==> src/rtl/deflect_route_stage_pkg.sv <==
// rtl/deflect_route_stage_pkg.sv - shared router constants, direction encoding and helpers
package deflect_route_stage_pkg;

    typedef logic [5:0] addr_t;
    typedef logic [4:0] dir_t;

    // Output port indices; they match the bit positions of the one-hot direction code
    localparam int PORT_E = 0;
    localparam int PORT_W = 1;
    localparam int PORT_N = 2;
    localparam int PORT_S = 3;

    // Input slot indices as they leave the injector
    localparam int SLOT_N = 0;
    localparam int SLOT_S = 1;
    localparam int SLOT_E = 2;
    localparam int SLOT_W = 3;

    localparam dir_t DIR_E = 5'b00001;
    localparam dir_t DIR_W = 5'b00010;
    localparam dir_t DIR_N = 5'b00100;
    localparam dir_t DIR_S = 5'b01000;
    localparam dir_t DIR_L = 5'b10000;

    // Address field positions: row in the upper half, column in the lower half
    localparam int ROW_HI = 5;
    localparam int ROW_LO = 3;
    localparam int COL_HI = 2;
    localparam int COL_LO = 0;

    // Link direction to output port index; local has no port and maps to east
    function automatic logic [1:0] dir_to_port(input dir_t d);
        logic [1:0] p;
        case (d)
            DIR_W:   p = 2'(PORT_W);
            DIR_N:   p = 2'(PORT_N);
            DIR_S:   p = 2'(PORT_S);
            default: p = 2'(PORT_E);
        endcase
        return p;
    endfunction

endpackage

==> src/rtl/deflect_route_stage_if.sv <==
// rtl/deflect_route_stage_if.sv - slot inputs and link outputs of the deflection route stage
interface deflect_route_stage_if #(
    parameter int CNT_W = 16
);
    logic [5:0]       nad, sad, ead, wad;
    logic             nvalid, svalid, evalid, wvalid;
    logic [5:0]       eout, wout, nout, sout;
    logic             eout_v, wout_v, nout_v, sout_v;
    logic [CNT_W-1:0] deflect_cnt;
    logic [1:0]       epoch;

    modport master (
        output nad, sad, ead, wad, nvalid, svalid, evalid, wvalid,
        input  eout, wout, nout, sout, eout_v, wout_v, nout_v, sout_v,
        input  deflect_cnt, epoch
    );

    modport slave (
        input  nad, sad, ead, wad, nvalid, svalid, evalid, wvalid,
        output eout, wout, nout, sout, eout_v, wout_v, nout_v, sout_v,
        output deflect_cnt, epoch
    );
endinterface

==> src/rtl/deflect_route_stage_xy_route.sv <==
// rtl/deflect_route_stage_xy_route.sv - column-first XY routing of one address to a one-hot direction
module xy_route
    import deflect_route_stage_pkg::*;
#(
    parameter logic [2:0] MY_ROW = 3'd4,
    parameter logic [2:0] MY_COL = 3'd4
) (
    input  addr_t addr_i,
    output dir_t  dir_o
);
    logic [2:0] row;
    logic [2:0] col;

    assign row = addr_i[ROW_HI:ROW_LO];
    assign col = addr_i[COL_HI:COL_LO];

    // Resolve the column first, then the row; a full match means the flit is home
    always_comb begin
        if (col > MY_COL)      dir_o = DIR_E;
        else if (col < MY_COL) dir_o = DIR_W;
        else if (row > MY_ROW) dir_o = DIR_N;
        else if (row < MY_ROW) dir_o = DIR_S;
        else                   dir_o = DIR_L;
    end
endmodule

==> src/rtl/deflect_route_stage.sv <==
// rtl/deflect_route_stage.sv - rotating-priority port allocation with deflection and registered links
module deflect_route_stage
    import deflect_route_stage_pkg::*;
#(
    parameter logic [2:0] MY_ROW        = 3'd4,
    parameter logic [2:0] MY_COL        = 3'd4,
    parameter int         GOLDEN_PERIOD = 16,
    parameter int         CNT_W         = 16
) (
    input  logic                  clk,
    input  logic                  rst,
    deflect_route_stage_if.slave  bus
);
    localparam int                CYC_W    = (GOLDEN_PERIOD > 1) ? $clog2(GOLDEN_PERIOD) : 1;
    localparam logic [CYC_W-1:0]  CYC_LAST = CYC_W'(GOLDEN_PERIOD - 1);

    addr_t            slot_addr [4];
    logic [3:0]       slot_v;
    dir_t             slot_dir  [4];

    addr_t            out_addr_q [4];
    addr_t            out_addr_d [4];
    logic [3:0]       out_v_q;
    logic [3:0]       out_v_d;
    logic [2:0]       defl_n_d;
    logic [1:0]       s_idx;
    logic [1:0]       want_port;
    logic             found;

    logic [CNT_W-1:0] cnt_q;
    logic [CNT_W-1:0] cnt_d;
    logic [CNT_W:0]   cnt_sum;
    logic [CYC_W-1:0] cyc_q;
    logic [1:0]       epoch_q;

    assign slot_addr[SLOT_N] = bus.nad;
    assign slot_addr[SLOT_S] = bus.sad;
    assign slot_addr[SLOT_E] = bus.ead;
    assign slot_addr[SLOT_W] = bus.wad;
    assign slot_v = {bus.wvalid, bus.evalid, bus.svalid, bus.nvalid};

    for (genvar g = 0; g < 4; g++) begin : g_route
        xy_route #(.MY_ROW(MY_ROW), .MY_COL(MY_COL)) u_xy_route (
            .addr_i (slot_addr[g]),
            .dir_o  (slot_dir[g])
        );
    end

    // Walk slots in epoch-rotated order; each valid flit takes its desired port or the lowest free one
    always_comb begin
        out_v_d   = '0;
        defl_n_d  = '0;
        s_idx     = '0;
        want_port = '0;
        found     = 1'b0;
        for (int p = 0; p < 4; p++) out_addr_d[p] = '0;
        for (int k = 0; k < 4; k++) begin
            s_idx     = epoch_q + 2'(k);
            want_port = dir_to_port(slot_dir[s_idx]);
            if (slot_v[s_idx]) begin
                if (slot_dir[s_idx] != DIR_L && !out_v_d[want_port]) begin
                    out_v_d[want_port]    = 1'b1;
                    out_addr_d[want_port] = slot_addr[s_idx];
                end else begin
                    found = 1'b0;
                    for (int p = 0; p < 4; p++) begin
                        if (!found && !out_v_d[p]) begin
                            out_v_d[p]    = 1'b1;
                            out_addr_d[p] = slot_addr[s_idx];
                            found         = 1'b1;
                        end
                    end
                    defl_n_d = defl_n_d + 3'd1;
                end
            end
        end
    end

    // Deflection count clamps at all-ones instead of wrapping
    always_comb begin
        cnt_sum = {1'b0, cnt_q} + (CNT_W + 1)'(defl_n_d);
        cnt_d   = cnt_sum[CNT_W] ? '1 : cnt_sum[CNT_W-1:0];
    end

    // Output links, deflection counter and golden-epoch counter
    always_ff @(posedge clk) begin
        if (rst) begin
            out_v_q <= '0;
            for (int p = 0; p < 4; p++) out_addr_q[p] <= '0;
            cnt_q   <= '0;
            cyc_q   <= '0;
            epoch_q <= '0;
        end else begin
            out_v_q <= out_v_d;
            for (int p = 0; p < 4; p++) out_addr_q[p] <= out_addr_d[p];
            cnt_q   <= cnt_d;
            if (cyc_q == CYC_LAST) begin
                cyc_q   <= '0;
                epoch_q <= epoch_q + 2'd1;
            end else begin
                cyc_q   <= cyc_q + CYC_W'(1);
            end
        end
    end

    assign bus.eout        = out_addr_q[PORT_E];
    assign bus.wout        = out_addr_q[PORT_W];
    assign bus.nout        = out_addr_q[PORT_N];
    assign bus.sout        = out_addr_q[PORT_S];
    assign bus.eout_v      = out_v_q[PORT_E];
    assign bus.wout_v      = out_v_q[PORT_W];
    assign bus.nout_v      = out_v_q[PORT_N];
    assign bus.sout_v      = out_v_q[PORT_S];
    assign bus.deflect_cnt = cnt_q;
    assign bus.epoch       = epoch_q;
endmodule

==> src/flat_wrapper.sv <==
// flat-port wrapper written by rule: the top's interface ports become plain ports
module deflect_route_stage_flat import deflect_route_stage_pkg::*;
#(
    parameter logic [2:0] MY_ROW        = 3'd4,
    parameter logic [2:0] MY_COL        = 3'd4,
    parameter int         GOLDEN_PERIOD = 16,
    parameter int         CNT_W         = 16
)
  (clk, rst, bus_nad, bus_sad, bus_ead, bus_wad, bus_nvalid, bus_svalid, bus_evalid, bus_wvalid, bus_eout, bus_wout, bus_nout, bus_sout, bus_eout_v, bus_wout_v, bus_nout_v, bus_sout_v, bus_deflect_cnt, bus_epoch);
  deflect_route_stage_if #(.CNT_W(CNT_W)) bus_i ();
  input  logic clk;
  input  logic rst;
  input wire logic [$bits(bus_i.nad)-1:0] bus_nad;
  input wire logic [$bits(bus_i.sad)-1:0] bus_sad;
  input wire logic [$bits(bus_i.ead)-1:0] bus_ead;
  input wire logic [$bits(bus_i.wad)-1:0] bus_wad;
  input wire logic [$bits(bus_i.nvalid)-1:0] bus_nvalid;
  input wire logic [$bits(bus_i.svalid)-1:0] bus_svalid;
  input wire logic [$bits(bus_i.evalid)-1:0] bus_evalid;
  input wire logic [$bits(bus_i.wvalid)-1:0] bus_wvalid;
  output wire logic [$bits(bus_i.eout)-1:0] bus_eout;
  output wire logic [$bits(bus_i.wout)-1:0] bus_wout;
  output wire logic [$bits(bus_i.nout)-1:0] bus_nout;
  output wire logic [$bits(bus_i.sout)-1:0] bus_sout;
  output wire logic [$bits(bus_i.eout_v)-1:0] bus_eout_v;
  output wire logic [$bits(bus_i.wout_v)-1:0] bus_wout_v;
  output wire logic [$bits(bus_i.nout_v)-1:0] bus_nout_v;
  output wire logic [$bits(bus_i.sout_v)-1:0] bus_sout_v;
  output wire logic [$bits(bus_i.deflect_cnt)-1:0] bus_deflect_cnt;
  output wire logic [$bits(bus_i.epoch)-1:0] bus_epoch;
  assign bus_i.nad = bus_nad;
  assign bus_i.sad = bus_sad;
  assign bus_i.ead = bus_ead;
  assign bus_i.wad = bus_wad;
  assign bus_i.nvalid = bus_nvalid;
  assign bus_i.svalid = bus_svalid;
  assign bus_i.evalid = bus_evalid;
  assign bus_i.wvalid = bus_wvalid;
  assign bus_eout = bus_i.eout;
  assign bus_wout = bus_i.wout;
  assign bus_nout = bus_i.nout;
  assign bus_sout = bus_i.sout;
  assign bus_eout_v = bus_i.eout_v;
  assign bus_wout_v = bus_i.wout_v;
  assign bus_nout_v = bus_i.nout_v;
  assign bus_sout_v = bus_i.sout_v;
  assign bus_deflect_cnt = bus_i.deflect_cnt;
  assign bus_epoch = bus_i.epoch;
  deflect_route_stage #(.MY_ROW(MY_ROW), .MY_COL(MY_COL), .GOLDEN_PERIOD(GOLDEN_PERIOD), .CNT_W(CNT_W)) u_core (.clk(clk), .rst(rst), .bus(bus_i));
endmodule
==> config.mk <==
export PLATFORM = sky130hd
export DESIGN_NAME = deflect_route_stage_flat
export DESIGN_NICKNAME = d
export VERILOG_FILES = /design/src/rtl/deflect_route_stage_pkg.sv /design/src/rtl/deflect_route_stage_if.sv /design/src/rtl/deflect_route_stage_xy_route.sv /design/src/rtl/deflect_route_stage.sv /design/src/flat_wrapper.sv
export SDC_FILE = /design/constraint.sdc
export NUM_CORES = 1
export LEC_CHECK = 0
export CAP_MARGIN = 20
export CELL_PAD_IN_SITES_DETAIL_PLACEMENT = 0
export CELL_PAD_IN_SITES_GLOBAL_PLACEMENT = 1
export CORE_MARGIN = 2
export CORE_UTILIZATION = 49
export DETAILED_ROUTE_END_ITERATION = 8
export DONT_BUFFER_PORTS = 1
export PLACE_DENSITY = 0.86
export SLEW_MARGIN = 20
export SYNTH_ARGS = -nofsm -noshare
export SYNTH_HDL_FRONTEND = slang
export SYNTH_SLANG_ARGS = --single-unit
==> constraint.sdc <==
create_clock -name clk -period 5.95 [get_ports clk]
set_input_delay 0.2975 -clock clk [delete_from_list [all_inputs] [get_ports clk]]
set_output_delay 0.2975 -clock clk [all_outputs]
set_load 0.02 [all_outputs]
==> impl_results.md, run 1 <==
* Drt wl/cell at 21.7 µm
* CTS tree: built
* Synthesized area per cell at 8.85 µm²
* Vias at 4295
* Setup ws final at 0.489 ns
* Antenna violations before repair at 0
* Via/cell ratio at 7.01
* Top-area cell type share of the netlist area at 22.2%
* Worst EP required at 6.20 ns
* Comb power frac at 23.4%
* 1st-pass router iterations at 7
* Skew-Pair Late Insertion Delay at 0.32 ns
* Hold Vio Cnt, Final at 0
* Warnings, synthesis at 0
* Post-synthesis cell type count at 76
* CP max stage cell: or3_1
* Worst slack at placement at 0.490 ns
* Final min period at 5.46 ns
* CTS Sinks at 50
* Die area at 10000 µm²
* Layout cell share with drive strength beyond 1 at 14.5%
* PwrDens at 168 nW/µm²
* Worst slew margin at 31.9%
* Synth-to-layout area growth at 4.10%
* Post-DP HPWL at 10.3 mm
* Die W at 100 µm
* Antenna violation net count after detailed routing at 0
* Max frequency at 183 MHz
* DR iter-0 viols at 423
* Clk_skew at 0.0138 ns
* H-tree levels at 2
* Worst-Margin Slew at 1.02 ns
* Clk buf depth at 2
* Slowest Stage Delay on Critical Path at 0.56 ns
* Core area at 9110 µm²
* Synth async-reset ratio at 0%
* CP Capture Type: flip-flop
* Final setup viols at 0
* Global-route wire length before repair at 21.6 mm
* Post-CTS Setup Bufs at 0
* Final cycle utilization of the critical path at 91.8%
* Starting density of the core at 49.6%
* Buffers on Ports at 0
* Sw power at 272 µW
* Clk root buf: clkbuf_8
* Vias in the first global route at 4159
* Largest net degree at the start of global routing at 55
* CP max FO at 12
* Unrepaired setup endpoints after global routing: no
* Total track usage at 26.9%
* Critical Path Start Type: flip-flop
* Sum Neg Setup Slack at 0 ns
* Sw Share at 34.4%
* Syn Inst Count at 510
* Most frequent cells after synthesis: dfxtp_1, nand2_1, nor2_1
* WP data arrival at 5.71 ns
* Post-synthesis sequential area ratio at 22.2%
* Clock Power Share at 27.5%
* I/O pins at 76
* Leak pwr at 1.59 nW
* Worst path cell trace: inv_1 -> buf_4 -> mux2i_1 -> nand2_1 -> nand3_2 -> o31a_1 -> nor2_1 -> or4_1 -> o21ai_1 -> mux2_2 -> ha_1 -> mux2i_1 -> fa_1 -> nor2b_1 -> o21ai_0 -> nor2_1 -> inv_1 -> or3_1 -> a21oi_1
* Post-Syn Nets at 548
* Largest cells by area after synthesis: dfxtp_1, mux4_2, mux2i_1
* Synthesized area at 4520 µm²
* VDD IR max at 0.0959 mV
* DRC errors left at 0
* Flop pwr share at 49.0%
* Hold_ws at 0.0359 ns
* #FFs+latches synth at 50
* Hold WC Path Type: input pin to flip-flop
* Critical path class: flip-flop to flip-flop
* Row cnt at 35
* Status: complete, no violations
* Cts bufs inserted at 5
* Prevailing post-synth register cell: dfxtp_1
* Routability cong. at 1.02
* Routed wire length at 13.3 mm
* Max-slew violations at 0
* # nets final at 539
* Top cell type by total area after synthesis: dfxtp_1
* Clock transition at path regs at 0.11 ns
* Maxcap violations at 0
* Post-synth EDFFs at 0
* Grt total ovfl at 0
* Internal power at 519 µW
* DIE HEIGHT at 100 µm
* Antenna diode count at 0
-- kinds of logic after synthesis --
group                      Yosys count  share of synthesized area, %
xor gates and xnor gates            15                          2.91
AOI/OAI and AO/OA                  160                          25.7
buffers and inverters               35                          3.57
and+or+nand+nor                    186                          23.9
adders and majority gates            9                          2.60
muxes                               55                          19.1
DFF                                 50                          22.2
-- per-stage QoR --
stage | cells | power, mW | utilization [%] | cell area (µm²)
floorplan | 510 | 0.538 | - | 4520
global placement | 605 | 0.575 | 50.5 | 4600
detailed placement | 605 | 0.576 | 50.5 | 4600
CTS | 613 | 0.792 | 51.5 | 4690
global route | 613 | 0.828 | 51.6 | 4700
finish | 613 | 0.790 | 51.6 | 4700
-- flip-flops by register name, indices dropped and copies added, names as in the netlist --
name                    cells
u_core.bus.deflect_cnt     16
u_core.out_addr_q          24
u_core.bus.epoch            2
u_core.cyc_q                4
u_core.out_v_q              4
-- routing by layer --
metal | part of all wire (%) | wire, µm | global-route usage (%) | vias up
li1 | - | - | - | 1990
met1 | 41 | 5390 | 33.4 | 2053
met2 | 48 | 6340 | 44.5 | 216
met3 | 8.9 | 1190 | 7.94 | 36
met4 | 2.9 | 386 | 9.91 | 0
met5 | 0 | 0 | 0 | -
-- cells in the final DEF (no fill, tap or decap), types with 5 or more instances in the layout --
| cell | instances |
|---|---|
| nand2_1 | 50 |
| dfxtp_1 | 48 |
| nor2_1 | 42 |
| a21oi_1 | 37 |
| o21ai_0 | 23 |
| mux4_2 | 23 |
| nand3_1 | 19 |
| mux2i_1 | 19 |
| o221ai_1 | 13 |
| o22ai_1 | 12 |
| a222oi_1 | 12 |
| inv_1 | 10 |
| mux2_2 | 9 |
| nand4_1 | 9 |
| xnor2_1 | 9 |
| nor3_1 | 8 |
| buf_4 | 8 |
| nor2b_1 | 7 |
| o21ai_1 | 7 |
| and3_1 | 7 |
| ha_1 | 7 |
| and2_1 | 6 |
| nand2b_1 | 6 |
| xor2_1 | 6 |
| o21bai_1 | 5 |
| a31oi_1 | 5 |
| clkbuf_8 | 5 |
-- power groups by stage --
stage               Sequential, mW  Combinational [mW]  Clock (mW)
floorplan                    0.392               0.146           0
CTS                          0.389               0.181       0.222
global route                 0.390               0.204       0.234
global placement             0.396               0.179           0
detailed placement           0.397               0.180           0
finish                       0.388               0.185       0.218
-- what timing repair did --
action,in CTS,in global routing
endpoints found under the setup margin,0,10
hold buffers,0,0
resized for setup,0,2
-- final cells by class --
class	instances	area (µm²)
flip-flops and latches	50	1010
inverters	11	45.0
repair buffers	8	60.1
fillers	860	4410
clock buffers	5	68.8
well taps	111	139
clock inverters	3	28.8
multi-input cells	425	3350
-- worst max-delay path, delay by kind of cell, from the launching register on --
| family | cells | cell delay, ns |
|---|---|---|
| flip-flops | 1 | 0.40 |
| AND/OR/NAND/NOR | 7 | 1.81 |
| multiplexers | 3 | 0.92 |
| buffers and inverters | 3 | 0.70 |
| adder cells (fa/ha/maj) | 2 | 0.73 |
| AO/OA/AOI/OAI | 4 | 0.81 |
-- worst paths after layout --
kind,start,end,slack [ns],cells past startpoint
max,u_core.bus.epoch[0],u_core.bus.deflect_cnt[1],0.49,19
min,rst,u_core.bus.deflect_cnt[12],0.04,1
max reg2reg,u_core.bus.epoch[0],u_core.bus.deflect_cnt[1],0.49,19
min reg2reg,u_core.cyc_q[3],u_core.cyc_q[3],0.49,2
No activity file was read; power rests on OpenSTA's default activity.
==> run 2, diff against run 1 <==
CORE_UTILIZATION = 45   (was 49)
PLACE_DENSITY = 0.8   (was 0.86)
==> impl_results.md, run 2 (synthesis gave the netlist of run 1 again) <==
* Status: complete, no violations
* Worst EP required at 6.20 ns (about the same)
* Critical Path Start Type: flip-flop
* Antenna violations before repair at 0 (unchanged)
* DP Cell Count at 629 (+4.0%)
* H-tree levels at 2 (unchanged)
* CP max FO at 30 (+18)
* Routability cong. at 1.02 (-0.60%)
* Clk root buf: clkbuf_8
* Via/cell ratio at 6.84 (-2.4%)
* DR iter-0 viols at 423 (unchanged)
* Post-CTS Setup Bufs at 0 (unchanged)
* CTS Sinks at 50 (unchanged)
* Die W at 104 µm (+4.2%)
* Hold Vio Cnt, Final at 0 (unchanged)
* Largest net degree at the start of global routing at 55 (unchanged)
* Worst-Margin Slew at 1.01 ns (-0.00538 ns)
* Reg with most FFs: u_core.out_addr_q
* Max frequency at 183 MHz (about the same)
* Grt total ovfl at 0 (unchanged)
* Hold path depth at 1 (unchanged)
* Most frequent cells in the layout: nand2_1, dfxtp_1, nor2_1, a21oi_1
* Setup ws final at 0.488 ns (-0.000488 ns)
* Reg2Reg Depth at 18 (-1)
* Die area at 10900 µm² (+8.5%)
* Unrepaired setup endpoints after global routing: no
* Worst reg2reg setup slack at 0.49 ns (about the same)
* Row cnt at 36 (+2.9%)
* Vias in the first global route at 4182 (+0.55%)
* Clk_skew at 0.0207 ns (+0.00690 ns)
* Sum Neg Setup Slack at 0 ns (unchanged)
* Final std cells w/o fill at 637 (+3.9%)
* PwrDens at 167 nW/µm² (-0.70%)
* Hold Path End: u_core.out_addr_q[3][5]
* Final Instance Area at 4740 µm² (+0.77%)
* Synth-to-layout area growth at 4.90%
* Hold Startpoint: rst
* R2r endpoint: u_core.bus.deflect_cnt[1]
* Area of placed instances at 4640 µm² (+0.93%)
* Global-route wire length before repair at 22.0 mm (+1.7%)
* Core area at 9770 µm² (+7.3%)
* CP Capture Type: flip-flop
* VDD IR max at 0.0809 mV (-16%)
* Commonest non-fill, non-tap cell in the layout: nand2_1
* Vias at 4358 (+1.5%)
* CTS tree: built
* Hold WC Path Type: input pin to flip-flop
* Buffers on Ports at 0 (unchanged)
* WP data arrival at 5.71 ns (about the same)
* Antenna violation net count after detailed routing at 0 (unchanged)
* Largest register FFs at 24 (unchanged)
* Final min period at 5.46 ns (+0.000488 ns)
* Leak pwr at 1.60 nW (+0.49%)
* Worst slack at placement at 0.308 ns (-0.182 ns)
* Clk buf depth at 2 (unchanged)
* Skew-Pair Late Insertion Delay at 0.33 ns (about the same)
* # nets final at 541 (+0.37%)
* Maxcap violations at 0 (unchanged)
* Max-slew violations at 0 (unchanged)
* Post-DP HPWL at 10.6 mm (+2.7%)
* Worst slew margin at 32.3% (+0.36 points)
* Routed wire length at 13.6 mm (+2.6%)
* Clock transition at path regs at 0.11 ns (about the same)
* Total track usage at 25.2% (-1.8 points)
* Cts bufs inserted at 5 (unchanged)
* Final Power at 791 µW (about the same)
* Antenna diode count at 0 (unchanged)
* Final cycle utilization of the critical path at 91.8% (about the same)
* Final setup viols at 0 (unchanged)
* DIE HEIGHT at 104 µm (+4.2%)
* Layout cell share with drive strength beyond 1 at 14.7% (+0.14 points)
* DRC errors left at 0 (unchanged)
* Drt wl/cell at 21.4 µm (-1.3%)
* Critical path class: flip-flop to flip-flop
* 1st-pass router iterations at 5 (-2)
* I/O pins at 76 (unchanged)
* Starting density of the core at 46.2% (-3.4 points)
* Worst reg2reg startpoint: u_core.bus.epoch[1]
-- run 2: stage by stage --
stage          util, %  hold slack (ns)
4_1_cts           48.4           0.0158
3_3_place_gp      47.5            0.371
6_report          48.5           0.0328
3_5_place_dp      47.5            0.373
2_1_floorplan        -            0.453
5_1_grt           48.5           0.0201
-- run 2: final cells by class --
cell class / count / area (µm²)
well taps: 133 / 166
fillers: 962 / 5040
clock buffers: 6 / 82.6
inverters: 11 / 41.3
repair buffers: 10 / 75.1
multi-input cells: 425 / 3350
flip-flops and latches: 50 / 1010
clock inverters: 2 / 12.5
-- run 2: critical path, cell delays in order, from the launching register on --
cell and delay, ns:
dfxtp_4 0.61, mux2_2 0.41, mux2i_1 0.37, nand2_1 0.12, nand3_2 0.13, o31a_1 0.26, nor2_1 0.07, or4_1 0.56
o21ai_1 0.22, mux2_2 0.39, ha_1 0.30, mux2i_1 0.09, fa_1 0.45, nor2b_1 0.12, o21ai_0 0.14, nor2_1 0.24
inv_1 0.11, or3_1 0.57, a21oi_1 0.21
-- run 2: how the worst max path moves through the flow --
stage / startpoint / end / slack [ns] / depth (start not counted)
floorplan: u_core.bus.epoch[0] / u_core.bus.deflect_cnt[8] / 0.55 / 22
detailed placement: u_core.bus.epoch[1] / u_core.bus.deflect_cnt[1] / 0.31 / 19
CTS: u_core.bus.epoch[1] / u_core.bus.deflect_cnt[1] / 0.25 / 19
finish: u_core.bus.epoch[1] / u_core.bus.deflect_cnt[1] / 0.49 / 18
global route: u_core.bus.epoch[1] / u_core.bus.deflect_cnt[1] / 0.04 / 18
global placement: u_core.bus.epoch[1] / u_core.bus.deflect_cnt[0] / 0.40 / 19
-- run 2: power by group --
part / switching (mW) / internal [mW] / leakage, nW
Clock: 0.122 / 0.0938 / 0.0472
Sequential: 0.0335 / 0.354 / 0.409
Combinational: 0.110 / 0.0778 / 1.14
-- run 2: repair_timing --
item,4_1_cts,5_1_grt
endpoints found under the setup margin,0,12
gates resized for setup,0,1
hold buffers,0,0
-- run 2: per-layer routing --
metal / up-vias / part of all wire, % / track usage (%)
met5: - / 0 / 0
met4: 0 / 4.0 / 12.6
met3: 40 / 8.0 / 5.39
met2: 237 / 48 / 41.4
met1: 2082 / 41 / 31.2
li1: 1999 / - / -
==> run 3, diff against run 2 <==
ABC_AREA = 1   (was default)
CORE_UTILIZATION = 44   (was 45)
HOLD_SLACK_MARGIN = 0.06   (was default)
PLACE_DENSITY = 0.86   (was 0.8)
TNS_END_PERCENT = 20   (was default)
==> impl_results.md, run 3 <==
* Status: complete, no violations
* Critical Path Start Type: flip-flop
* Final Instance Area at 4980 µm² (+5.2%)
* Largest cells by area after synthesis: dfxtp_1, nand2_1, inv_1
* Synth Area in Compound Gates at 20.3% (-5.4 points)
* Post-synthesis sequential area ratio at 21.5% (-0.67 points)
* Combinational family with the most area after synthesis: simple AND/OR/NAND/NOR gates
* Crit path launch: u_core.bus.epoch[0]
* Most frequent cells after synthesis: nand2_1, inv_1, nand3_1
* Maxcap violations at 0 (unchanged)
* Routed wire length at 14.4 mm (+5.8%)
* # nets final at 829 (+53%)
* Die area at 11400 µm² (+5.2%)
* DR iter-0 viols at 405 (-4.3%)
* Prevailing post-synth register cell: dfxtp_1
* Area of placed instances at 4770 µm² (+2.8%)
* Routability cong. at 0.946 (-7.1%)
* Worst reg2reg setup slack at 0.44 ns (-0.05 ns)
* Hold WC Path Type: input pin to flip-flop
* Synthesized area per cell at 5.86 µm² (-34%)
* R2r endpoint: u_core.bus.deflect_cnt[14]
* Vias in the first global route at 5037 (+20%)
* Antenna violation net count after detailed routing at 0 (unchanged)
* Core area at 10300 µm² (+5.1%)
* CP max stage cell: dfxtp_4
* Global-route wire length before repair at 24.0 mm (+9.0%)
* Count leader, synth: nand2_1
* Final min period at 5.51 ns (+0.0528 ns)
* Largest net degree at the start of global routing at 35 (-36%)
* Post-synthesis mux area share at 1.07% (-18 points)
* Clk buf depth at 2 (unchanged)
* Row cnt at 37 (+2.8%)
* Sum Neg Setup Slack at 0 ns (unchanged)
* Worst EP required at 6.16 ns (-0.04 ns)
* Buffers on Ports at 0 (unchanged)
* CTS tree: built
* Worst slew margin at 36.6% (+4.3 points)
* Hold Vio Cnt, Final at 0 (unchanged)
* CTS Sinks at 50 (unchanged)
* Layout cell share with drive strength beyond 1 at 9.10% (-5.6 points)
* Drt wl/cell at 15.6 µm (-27%)
* Leak pwr at 2.43 nW (+52%)
* DRC errors left at 0 (unchanged)
* Unrepaired setup endpoints after global routing: no
* Warnings, synthesis at 0 (unchanged)
* Setup ws final at 0.436 ns (-0.0528 ns)
* I/O pins at 76 (unchanged)
* DIE HEIGHT at 107 µm (+2.6%)
* CP max FO at 18 (-40%)
* Hold Startpoint: rst
* Post-Synth XOR/XNOR Area at 2.42% (-0.49 points)
* Skew-Pair Late Insertion Delay at 0.31 ns (-0.02 ns)
* Antenna diode count at 0 (unchanged)
* Max frequency at 181 MHz (-0.96%)
* PwrDens at 171 nW/µm² (+2.7%)
* Worst-Margin Slew at 0.948 ns (-0.0650 ns)
* CP Capture Type: flip-flop
* Cts bufs inserted at 5 (unchanged)
* WP data arrival at 5.72 ns (about the same)
* Clk root buf: clkbuf_8
* Commonest non-fill, non-tap cell in the layout: nand2_1
* Antenna violations before repair at 0 (unchanged)
* Post-synthesis simple-gate area fraction at 40.8% (+17 points)
* Grt total ovfl at 0 (unchanged)
* Synthesized-area fraction occupied by adder cells at 2.31% (-0.29 points)
* Final setup viols at 0 (unchanged)
* Synth-to-layout area growth at 7.01%
* Hold path depth at 1 (unchanged)
* Largest register FFs at 24 (unchanged)
* Final cycle utilization of the critical path at 92.7% (+0.89 points)
* Post-synth EDFFs at 0 (unchanged)
* Total track usage at 26.0% (+0.77 points)
* Worst reg2reg startpoint: u_core.bus.epoch[0]
* Synthesized area at 4660 µm² (+3.1%)
* Post-synthesis cell type count at 48 (-37%)
* Reg with most FFs: u_core.out_addr_q
* 1st-pass router iterations at 5 (unchanged)
* Synth async-reset ratio at 0% (unchanged)
* H-tree levels at 2 (unchanged)
* #FFs+latches synth at 50 (unchanged)
* Clk_skew at 0.00512 ns (-0.0156 ns)
* Top-area cell type share of the netlist area at 21.5% (-0.67 points)
* Reg2Reg Depth at 34 (+16)
* Final Power at 854 µW (+8.0%)
* CP dominant cell by count: nand2_1
* Syn Inst Count at 794 (+56%)
* Post-DP HPWL at 11.1 mm (+5.3%)
* VDD IR max at 0.112 mV (+39%)
* Die W at 107 µm (+2.6%)
* Most frequent cells in the layout: nand2_1, inv_1, nand3_1, nor2_1, o21ai_0
* Fill cell count at 1109 (+15%)
* Max-slew violations at 0 (unchanged)
* Post-Syn Nets at 832 (+52%)
* Worst slack at placement at 0.0182 ns (-0.290 ns)
* Hold Path End: u_core.out_addr_q[2][4]
* Critical path class: flip-flop to flip-flop
* Top cell type by total area after synthesis: dfxtp_1
* Slowest Stage Delay on Critical Path at 0.46 ns (-0.15 ns)
* Clock transition at path regs at 0.09 ns (-0.02 ns)
* Vias at 5121 (+18%)
* Starting density of the core at 45.3% (-0.90 points)
* Via/cell ratio at 5.52 (-19%)
## run 3: cell types whose count changed after synthesis, sizes merged, moves of 14 or more
cell / before / now
mux4: 23 / 0
inv: 10 / 103
nand3: 20 / 68
nand2: 50 / 273
o21ai: 31 / 65
mux2i: 19 / 5
## run 3: power by group
group | internal (mW) | switching, mW
clock | 0.0814 | 0.115
combinational | 0.0869 | 0.179
sequential | 0.355 | 0.0356
total | 0.524 | 0.330
## run 3: layout make-up
class / count / area (µm²) / area share [%]
multi-input cells: 611 / 3160 / 63.5
clock buffers: 5 / 68.8 / 1.38
clock inverters: 2 / 13.8 / 0.276
inverters: 103 / 392 / 7.86
flip-flops and latches: 50 / 1010 / 20.2
well taps: 136 / 170 / 3.42
repair buffers: 20 / 166 / 3.34
## run 3: kinds of logic (layout without fill, tap and decap cells)
| family | after synthesis | count (layout) |
|---|---|---|
| compound gates | 157 | 157 |
| xor+xnor | 12 | 12 |
| fa+ha+maj | 8 | 8 |
| buf+inv | 133 | 130 |
| flops | 50 | 50 |
| mux | 5 | 5 |
| simple gates | 429 | 429 |
## run 3: stage by stage
stage | utilization [%] | instances | hold WS (ns)
final | 48.5 | 927 | 0.0694
after global routing | 48.5 | 927 | 0.0670
after CTS | 47.5 | 922 | 0.0611
after detailed placement | 46.4 | 912 | 0.380
after global placement | 46.4 | 912 | 0.376
after floorplan | - | 794 | 0.418
## run 3: worst max path at each step
stage | end | slack [ns] | depth (start not counted)
after floorplan | u_core.bus.deflect_cnt[14] | 1.04 | 34
after global placement | u_core.bus.deflect_cnt[14] | 0.32 | 32
after detailed placement | u_core.bus.deflect_cnt[14] | 0.02 | 33
after CTS | u_core.bus.deflect_cnt[14] | 0.07 | 31
after global routing | u_core.bus.deflect_cnt[14] | 0.03 | 34
final | u_core.bus.deflect_cnt[14] | 0.44 | 34
## run 3: timing repair
action / CTS / global route
hold endpoints to repair: 23 / 2
setup buffers: 0 / 3
gates resized for setup: 1 / 16
endpoints found under the setup margin: 1 / 16
hold buffers: 3 / 1
pin swaps: 0 / 1
gates cloned: 0 / 1
## run 3: worst max-delay path, delay by kind of cell, from the launching register on
family	cells	cell delay, ns
adders and majority gates	2	0.55
and+or+nand+nor	23	3.11
DFF	1	0.46
buffers and inverters	3	0.32
xor gates and xnor gates	1	0.13
AOI/OAI and AO/OA	5	0.80
## run 3: routing by layer
metal / up-vias / part of all wire [%] / global-route usage [%] / routed length [µm]
met5: - / 0 / 0 / 0
met4: 0 / 2.4 / 7.42 / 344
met3: 28 / 7.5 / 5.35 / 1080
met2: 203 / 46 / 43.6 / 6620
met1: 2314 / 44 / 33.6 / 6400
li1: 2576 / - / - / -
